[config.mk]
export PLATFORM = sky130hd
export DESIGN_NAME = fetch_unit
export DESIGN_NICKNAME = d
export VERILOG_FILES = /design/src/rtl/fetch_unit_pkg.sv /design/src/rtl/fetch_unit_queue.sv /design/src/rtl/fetch_unit.sv
export SDC_FILE = /design/constraint.sdc
export NUM_CORES = 1
export LEC_CHECK = 0
export CORE_MARGIN = 2
export CORE_UTILIZATION = 57
export CTS_CLUSTER_DIAMETER = 80
export CTS_CLUSTER_SIZE = 25
export DETAILED_ROUTE_END_ITERATION = 6
export GPL_ROUTABILITY_DRIVEN = 1
export PLACE_DENSITY_LB_ADDON = 0.1
export SETUP_SLACK_MARGIN = 0.3
export SLEW_MARGIN = 0
export SYNTH_ARGS = -nofsm -noshare
export SYNTH_HDL_FRONTEND = slang
export SYNTH_SLANG_ARGS = --single-unit
[constraint.sdc]
create_clock -name clk_in -period 2.9 [get_ports clk_in]
set_clock_uncertainty 0.05 [all_clocks]
set_input_delay 0.58 -clock clk_in [delete_from_list [all_inputs] [get_ports clk_in]]
set_output_delay 0.58 -clock clk_in [all_outputs]
set_load 0.02 [all_outputs]
[src/rtl/fetch_unit_pkg.sv]
// Shared types and constants for the instruction fetch stage.
package fetch_unit_pkg;

  localparam int ADDR_WIDTH = 32;
  localparam int INST_WIDTH = 32;

  // Distance between consecutive sequential fetch addresses.
  localparam logic [ADDR_WIDTH-1:0] PC_STEP = 32'd4;

  // The fetch FSM either waits to issue a request or waits on memctrl.
  typedef enum logic {
    FETCH_IDLE = 1'b0,
    FETCH_WAIT = 1'b1
  } fetch_state_e;

  // One queue entry: the fetched word tagged with the PC it came from.
  typedef struct packed {
    logic [ADDR_WIDTH-1:0] pc;
    logic [INST_WIDTH-1:0] instr;
  } fetch_entry_t;

  // Sequential successor of a PC; wraps modulo 2^32.
  function automatic logic [ADDR_WIDTH-1:0] next_pc(input logic [ADDR_WIDTH-1:0] pc);
    return pc + PC_STEP;
  endfunction

endpackage

[src/rtl/fetch_unit_queue.sv]
// Circular instruction queue holding {pc, instr} pairs between fetch and decode.
// Clear has priority over push/pop; en gates every state change.
module fetch_queue
  import fetch_unit_pkg::*;
#(
  parameter int DEPTH    = 4,
  parameter int ADDR_LEN = 2
) (
  input  logic         clk_in,
  input  logic         rst_in,
  input  logic         en_in,
  input  logic         clear_in,
  input  logic         push_in,
  input  fetch_entry_t push_data_in,
  input  logic         pop_in,
  output logic         full_out,
  output logic         empty_out,
  output fetch_entry_t head_out
);

  localparam logic [ADDR_LEN:0]   DEPTH_CNT = (ADDR_LEN+1)'(DEPTH);
  localparam logic [ADDR_LEN-1:0] PTR_ONE   = ADDR_LEN'(1);
  localparam logic [ADDR_LEN:0]   CNT_ONE   = (ADDR_LEN+1)'(1);

  fetch_entry_t          mem_q [DEPTH];
  fetch_entry_t          mem_d [DEPTH];
  logic [ADDR_LEN-1:0]   head_q, head_d;
  logic [ADDR_LEN-1:0]   tail_q, tail_d;
  logic [ADDR_LEN:0]     count_q, count_d;
  logic                  pop_ok;
  logic                  push_ok;

  assign full_out  = (count_q == DEPTH_CNT);
  assign empty_out = (count_q == '0);
  assign head_out  = empty_out ? '0 : mem_q[head_q];

  // A pop needs data; a push needs room, which a simultaneous pop provides.
  assign pop_ok  = pop_in && !empty_out;
  assign push_ok = push_in && (!full_out || pop_ok);

  // Next-state pointers, occupancy and storage.
  always_comb begin
    head_d  = head_q;
    tail_d  = tail_q;
    count_d = count_q;
    mem_d   = mem_q;
    if (en_in) begin
      if (clear_in) begin
        head_d  = '0;
        tail_d  = '0;
        count_d = '0;
      end else begin
        if (push_ok) begin
          mem_d[tail_q] = push_data_in;
          tail_d        = tail_q + PTR_ONE;
        end
        if (pop_ok) begin
          head_d = head_q + PTR_ONE;
        end
        case ({push_ok, pop_ok})
          2'b10:   count_d = count_q + CNT_ONE;
          2'b01:   count_d = count_q - CNT_ONE;
          default: count_d = count_q;
        endcase
      end
    end
  end

  // Queue registers.
  always_ff @(posedge clk_in or negedge rst_in) begin
    if (!rst_in) begin
      head_q  <= '0;
      tail_q  <= '0;
      count_q <= '0;
      mem_q   <= '{default: '0};
    end else begin
      head_q  <= head_d;
      tail_q  <= tail_d;
      count_q <= count_d;
      mem_q   <= mem_d;
    end
  end

endmodule

[src/rtl/fetch_unit.sv]
// Instruction fetch stage: owns the PC, issues one-word requests to memctrl,
// queues returned words with their PCs and hands them to decode.
module fetch_unit
  import fetch_unit_pkg::*;
#(
  parameter int                    QUEUE_DEPTH    = 4,
  parameter int                    QUEUE_ADDR_LEN = 2,
  parameter logic [ADDR_WIDTH-1:0] RESET_PC       = 32'h0
) (
  input  logic                  clk_in,
  input  logic                  rst_in,
  input  logic                  rdy_in,
  output logic                  if_read_or_not,
  output logic [ADDR_WIDTH-1:0] intru_addr,
  input  logic                  if_load_done,
  input  logic [INST_WIDTH-1:0] mem_ctrl_instru_to_if,
  output logic                  if_valid,
  output logic [INST_WIDTH-1:0] if_instr,
  output logic [ADDR_WIDTH-1:0] if_pc,
  input  logic                  dec_ready,
  input  logic                  jump_flag,
  input  logic [ADDR_WIDTH-1:0] jump_target
);

  fetch_state_e          state_q, state_d;
  logic [ADDR_WIDTH-1:0] fetch_pc_q, fetch_pc_d;
  logic                  req_q, req_d;
  logic [ADDR_WIDTH-1:0] addr_q, addr_d;
  logic                  push;
  logic                  clear;
  logic                  pop;
  logic                  queue_full;
  logic                  queue_empty;
  fetch_entry_t          push_entry;
  fetch_entry_t          head_entry;

  assign if_read_or_not = req_q;
  assign intru_addr     = addr_q;
  assign if_valid       = !queue_empty;
  assign if_instr       = head_entry.instr;
  assign if_pc          = head_entry.pc;
  assign pop            = if_valid && dec_ready;
  assign push_entry     = '{pc: fetch_pc_q, instr: mem_ctrl_instru_to_if};

  // Fetch FSM: a flush overrides everything; otherwise issue when there is room,
  // then hold the request until memctrl returns the word. Returning to IDLE after
  // each completion gives the gap cycle in which a stale done is ignored.
  always_comb begin
    state_d    = state_q;
    fetch_pc_d = fetch_pc_q;
    req_d      = req_q;
    addr_d     = addr_q;
    push       = 1'b0;
    clear      = 1'b0;
    if (rdy_in) begin
      if (jump_flag) begin
        clear      = 1'b1;
        fetch_pc_d = jump_target;
        state_d    = FETCH_IDLE;
        req_d      = 1'b0;
      end else begin
        case (state_q)
          FETCH_IDLE: begin
            if (!queue_full) begin
              req_d   = 1'b1;
              addr_d  = fetch_pc_q;
              state_d = FETCH_WAIT;
            end else begin
              req_d = 1'b0;
            end
          end
          FETCH_WAIT: begin
            if (if_load_done) begin
              push       = 1'b1;
              fetch_pc_d = next_pc(fetch_pc_q);
              req_d      = 1'b0;
              state_d    = FETCH_IDLE;
            end
          end
          default: begin
            state_d = FETCH_IDLE;
            req_d   = 1'b0;
          end
        endcase
      end
    end
  end

  // FSM, PC and memctrl request registers.
  always_ff @(posedge clk_in or negedge rst_in) begin
    if (!rst_in) begin
      state_q    <= FETCH_IDLE;
      fetch_pc_q <= RESET_PC;
      req_q      <= 1'b0;
      addr_q     <= '0;
    end else begin
      state_q    <= state_d;
      fetch_pc_q <= fetch_pc_d;
      req_q      <= req_d;
      addr_q     <= addr_d;
    end
  end

  fetch_queue #(
    .DEPTH    (QUEUE_DEPTH),
    .ADDR_LEN (QUEUE_ADDR_LEN)
  ) u_queue (
    .clk_in       (clk_in),
    .rst_in       (rst_in),
    .en_in        (rdy_in),
    .clear_in     (clear),
    .push_in      (push),
    .push_data_in (push_entry),
    .pop_in       (pop),
    .full_out     (queue_full),
    .empty_out    (queue_empty),
    .head_out     (head_entry)
  );

endmodule

==> key figures <==
Detailed routing
  • Remaining DRCs: 0
  • Vias per inst: just over 6
  • WL/cell: 21.8 µm
  • Initial DRT Pass Iterations: 5
  • DRT iter0 DRCs: ~850
  • Detail Route Antenna Nets: 0
  • Total routed wirelength: between 30 and 40 mm
  • Routed vias: 9888

Timing
  • Final hold violations: 0
  • Worst-margin pin slew: 0.587 ns
  • RSZ-0062 raised after global routing: yes
  • Max Freq: 356 MHz
  • Max-slew violations: 0
  • Final worst slack: ~0.094 ns
  • Final period utilization: 0.968
  • # setup viols final: 0
  • Slew headroom: 0.609
  • Total negative setup slack: 0 ns
  • Minimum clock period: 2.81 ns

Min path
  • HP Class: register to register
  • Min-Delay Path Depth: 2

Clock network
  • CTS clk-pin slew, worst paths: around 0.1 ns
  • CTS tree: yes
  • Clock Latency Late Sink: about 0.5 ns
  • CTS Root Cell: clkbuf_16
  • Clk sinks: 329
  • Clock buffer depth: 3
  • Num CTS Buffers: 17
  • H-Tree Depth: 1

Status
  • Status: finished, final reports clean

Power
  • PnR Total Power: 16.1 mW
  • Power Density: approximately 850 nW/µm²
  • LEAKAGE: approximately 8.5 nW
  • Max VDD drop: 0.562 mV

Logic synthesis
  • Async set-reset flop share out of synthesis: 1.00
  • Post-synth top flop: dfrtp_1
  • Post-synthesis average cell area: around 14 µm²
  • Sequential area share after synthesis: 0.539
  • Synth warn: 0
  • Synth Register Bits: 329
  • EDFF count, synth: 0
  • Syn Nets: between 1000 and 1500
  • Synth unique cells: 65
  • Syn Inst Count: 1114
  • Mapped Area: 15300 µm²

Run
  • Max_cap viols: 0

Cells and area
  • Antenna Cells: 0
  • Ratio of cells with drive above 1 in the final layout: 0.454
  • Cell area after layout: 18800 µm²
  • Area Growth Syn to Fin: 23.1%
  • Final nets: 1358

Setup path
  • Worst reg2reg path depth: 5
  • Worst Path Class, Setup: register to output port
  • Critical Path AT: 2.18 ns
  • Worst Setup End Kind: output port
  • Crit path max fanout: 6
  • Required @ worst endpoint: between 2 and 2.5 ns
  • Critical Path Source Type: register

Floorplan
  • Io pins: between 150 and 200
  • Core Footprint: 26200 µm²
  • Die area: 28100 µm²
  • Rows: around 60
  • DIE WIDTH: 168 µm
  • Starting density of the core: 0.583
  • Die height: 168 µm

Placed design
  • Dpl hpwl: 22.4 mm
  • GPL Wtd Cong: 0.877
  • Port bufs: 167
  • Placed cell area: 17600 µm²
  • DP Worst Slack: 0.0721 ns

Global route
  • Vias in the first global route: 10156
  • Largest net degree at the start of global routing: 83
  • Initial antenna violation count: 0
  • GR Overflow Total: 0
  • First-pass GRT wire length: 56.8 mm
  • Gr usage total: 0.256
-- registers in the layout, indices dropped and copies added, names as in the netlist --
name and count:
u_queue.mem_q 256, u_queue.head_q 2, intru_addr 32, fetch_pc_q 32
state_q 1, u_queue.tail_q 2, if_read_or_not 1, u_queue.count_q 3
-- critical path: stages (launching register included) --
cell and delay [ns]:
dfrtp_4 0.52, buf_8 0.16, buf_12 0.12, buf_16 0.14, mux4_2 0.43, and2_4 0.18
buf_6 0.12
-- synthesized netlist by cell type, drive strengths merged (4+ instances only) --
cell / n / share of area
dfrtp: 329 / 0.54
mux2: 274 / 0.20
and2: 66 / 0.027
mux4: 64 / 0.094
clkbuf: 62 / 0.016
nand2: 54 / 0.013
buf: 33 / 0.012
o21ai: 33 / 0.011
nor2: 31 / 0.0076
a21oi: 15 / 0.0049
nand3: 15 / 0.0049
nor4: 13 / 0.0053
nor3: 12 / 0.0039
a22oi: 9 / 0.0044
nand4: 9 / 0.0047
inv: 7 / 0.0017
nand3b: 7 / 0.0034
ha: 6 / 0.0049
mux2i: 6 / 0.0039
a211oi: 5 / 0.0025
o22ai: 5 / 0.0020
o2bb2ai: 5 / 0.0029
or3: 5 / 0.0021
or4: 4 / 0.0025
-- kinds of logic (layout without fill, tap and decap cells) --
group / count (synthesis) / in the layout / share of synthesized area
muxes: 344 / 344 / 0.300
adders and majority gates: 6 / 6 / 0.00491
and+or+nand+nor: 232 / 232 / 0.0826
xor gates and xnor gates: 2 / 2 / 0.00115
DFF: 329 / 329 / 0.539
AOI/OAI and AO/OA: 99 / 99 / 0.0427
buffers and inverters: 102 / 274 / 0.0296
-- stage by stage --
step	cells	hold WS, ns	util
global route	1621	0.465	0.718
global placement	1570	0.407	0.673
floorplan	1114	0.234	-
finish	1621	0.440	0.718
CTS	1612	0.440	0.710
detailed placement	1570	0.419	0.673
-- routing by layer --
| layer | share of wire | track usage | vias to the layer above | wire, µm |
|---|---|---|---|---|
| met2 | 0.50 | 0.431 | 305 | 17500 |
| met3 | 0.054 | 0.0373 | 57 | 1920 |
| li1 | - | - | 4396 | - |
| met5 | 0 | 0 | - | 0 |
| met1 | 0.43 | 0.357 | 5130 | 15100 |
| met4 | 0.024 | 0.0582 | 0 | 848 |
-- worst paths after layout --
kind / start / endpoint / slack [ns]
min: u_queue.mem_q[250] / u_queue.mem_q[250] / 0.44
min in group asynchronous: rst_in / u_queue.mem_q[141] / 0.53
max: u_queue.head_q[0] / if_instr[26] / 0.09
max reg2reg: fetch_pc_q[6] / fetch_pc_q[28] / 0.42
min reg2reg: u_queue.mem_q[250] / u_queue.mem_q[250] / 0.44
max in group asynchronous: rst_in / u_queue.mem_q[254] / 1.33
-- power breakdown --
part	switching (mW)	internal, mW
combinational	2.59	3.91
sequential	0.920	6.14
clock	1.44	1.09
total	4.95	11.1
-- cell type report --
| type | count | area (µm²) |
|---|---|---|
| multi-input combinational | 683 | 6790 |
| timing repair buffer | 244 | 2880 |
| clock buffer | 19 | 433 |
| clock inverter | 4 | 30.0 |
| inverter | 7 | 26.3 |
| fill | 1820 | 7390 |
| sequential | 329 | 8240 |
| tap | 335 | 419 |
-- timing repair --
action | 4_1_cts | 5_1_grt
pin swaps | 19 | 3
setup buffers | 12 | 8
setup endpoints to repair | 65 | 67
hold endpoints to repair | 41 | 0
gates resized for setup | 419 | 59
hold buffers | 1 | 0
cloned | 6 | 1
-- cells in the final DEF (no fill, tap or decap), drive strengths merged, types with 8 or more instances in the layout --
master and instances:
a21oi 15, a22oi 9, and2 66, buf 141, clkbuf 20, clkdlybuf4s50 100, dfrtp 329, inv 8
mux2 274, mux4 64, nand2 54, nand3 15, nand4 9, nor2 31, nor3 12, nor4 13
o21ai 33
(Power assumes the default switching activity.)
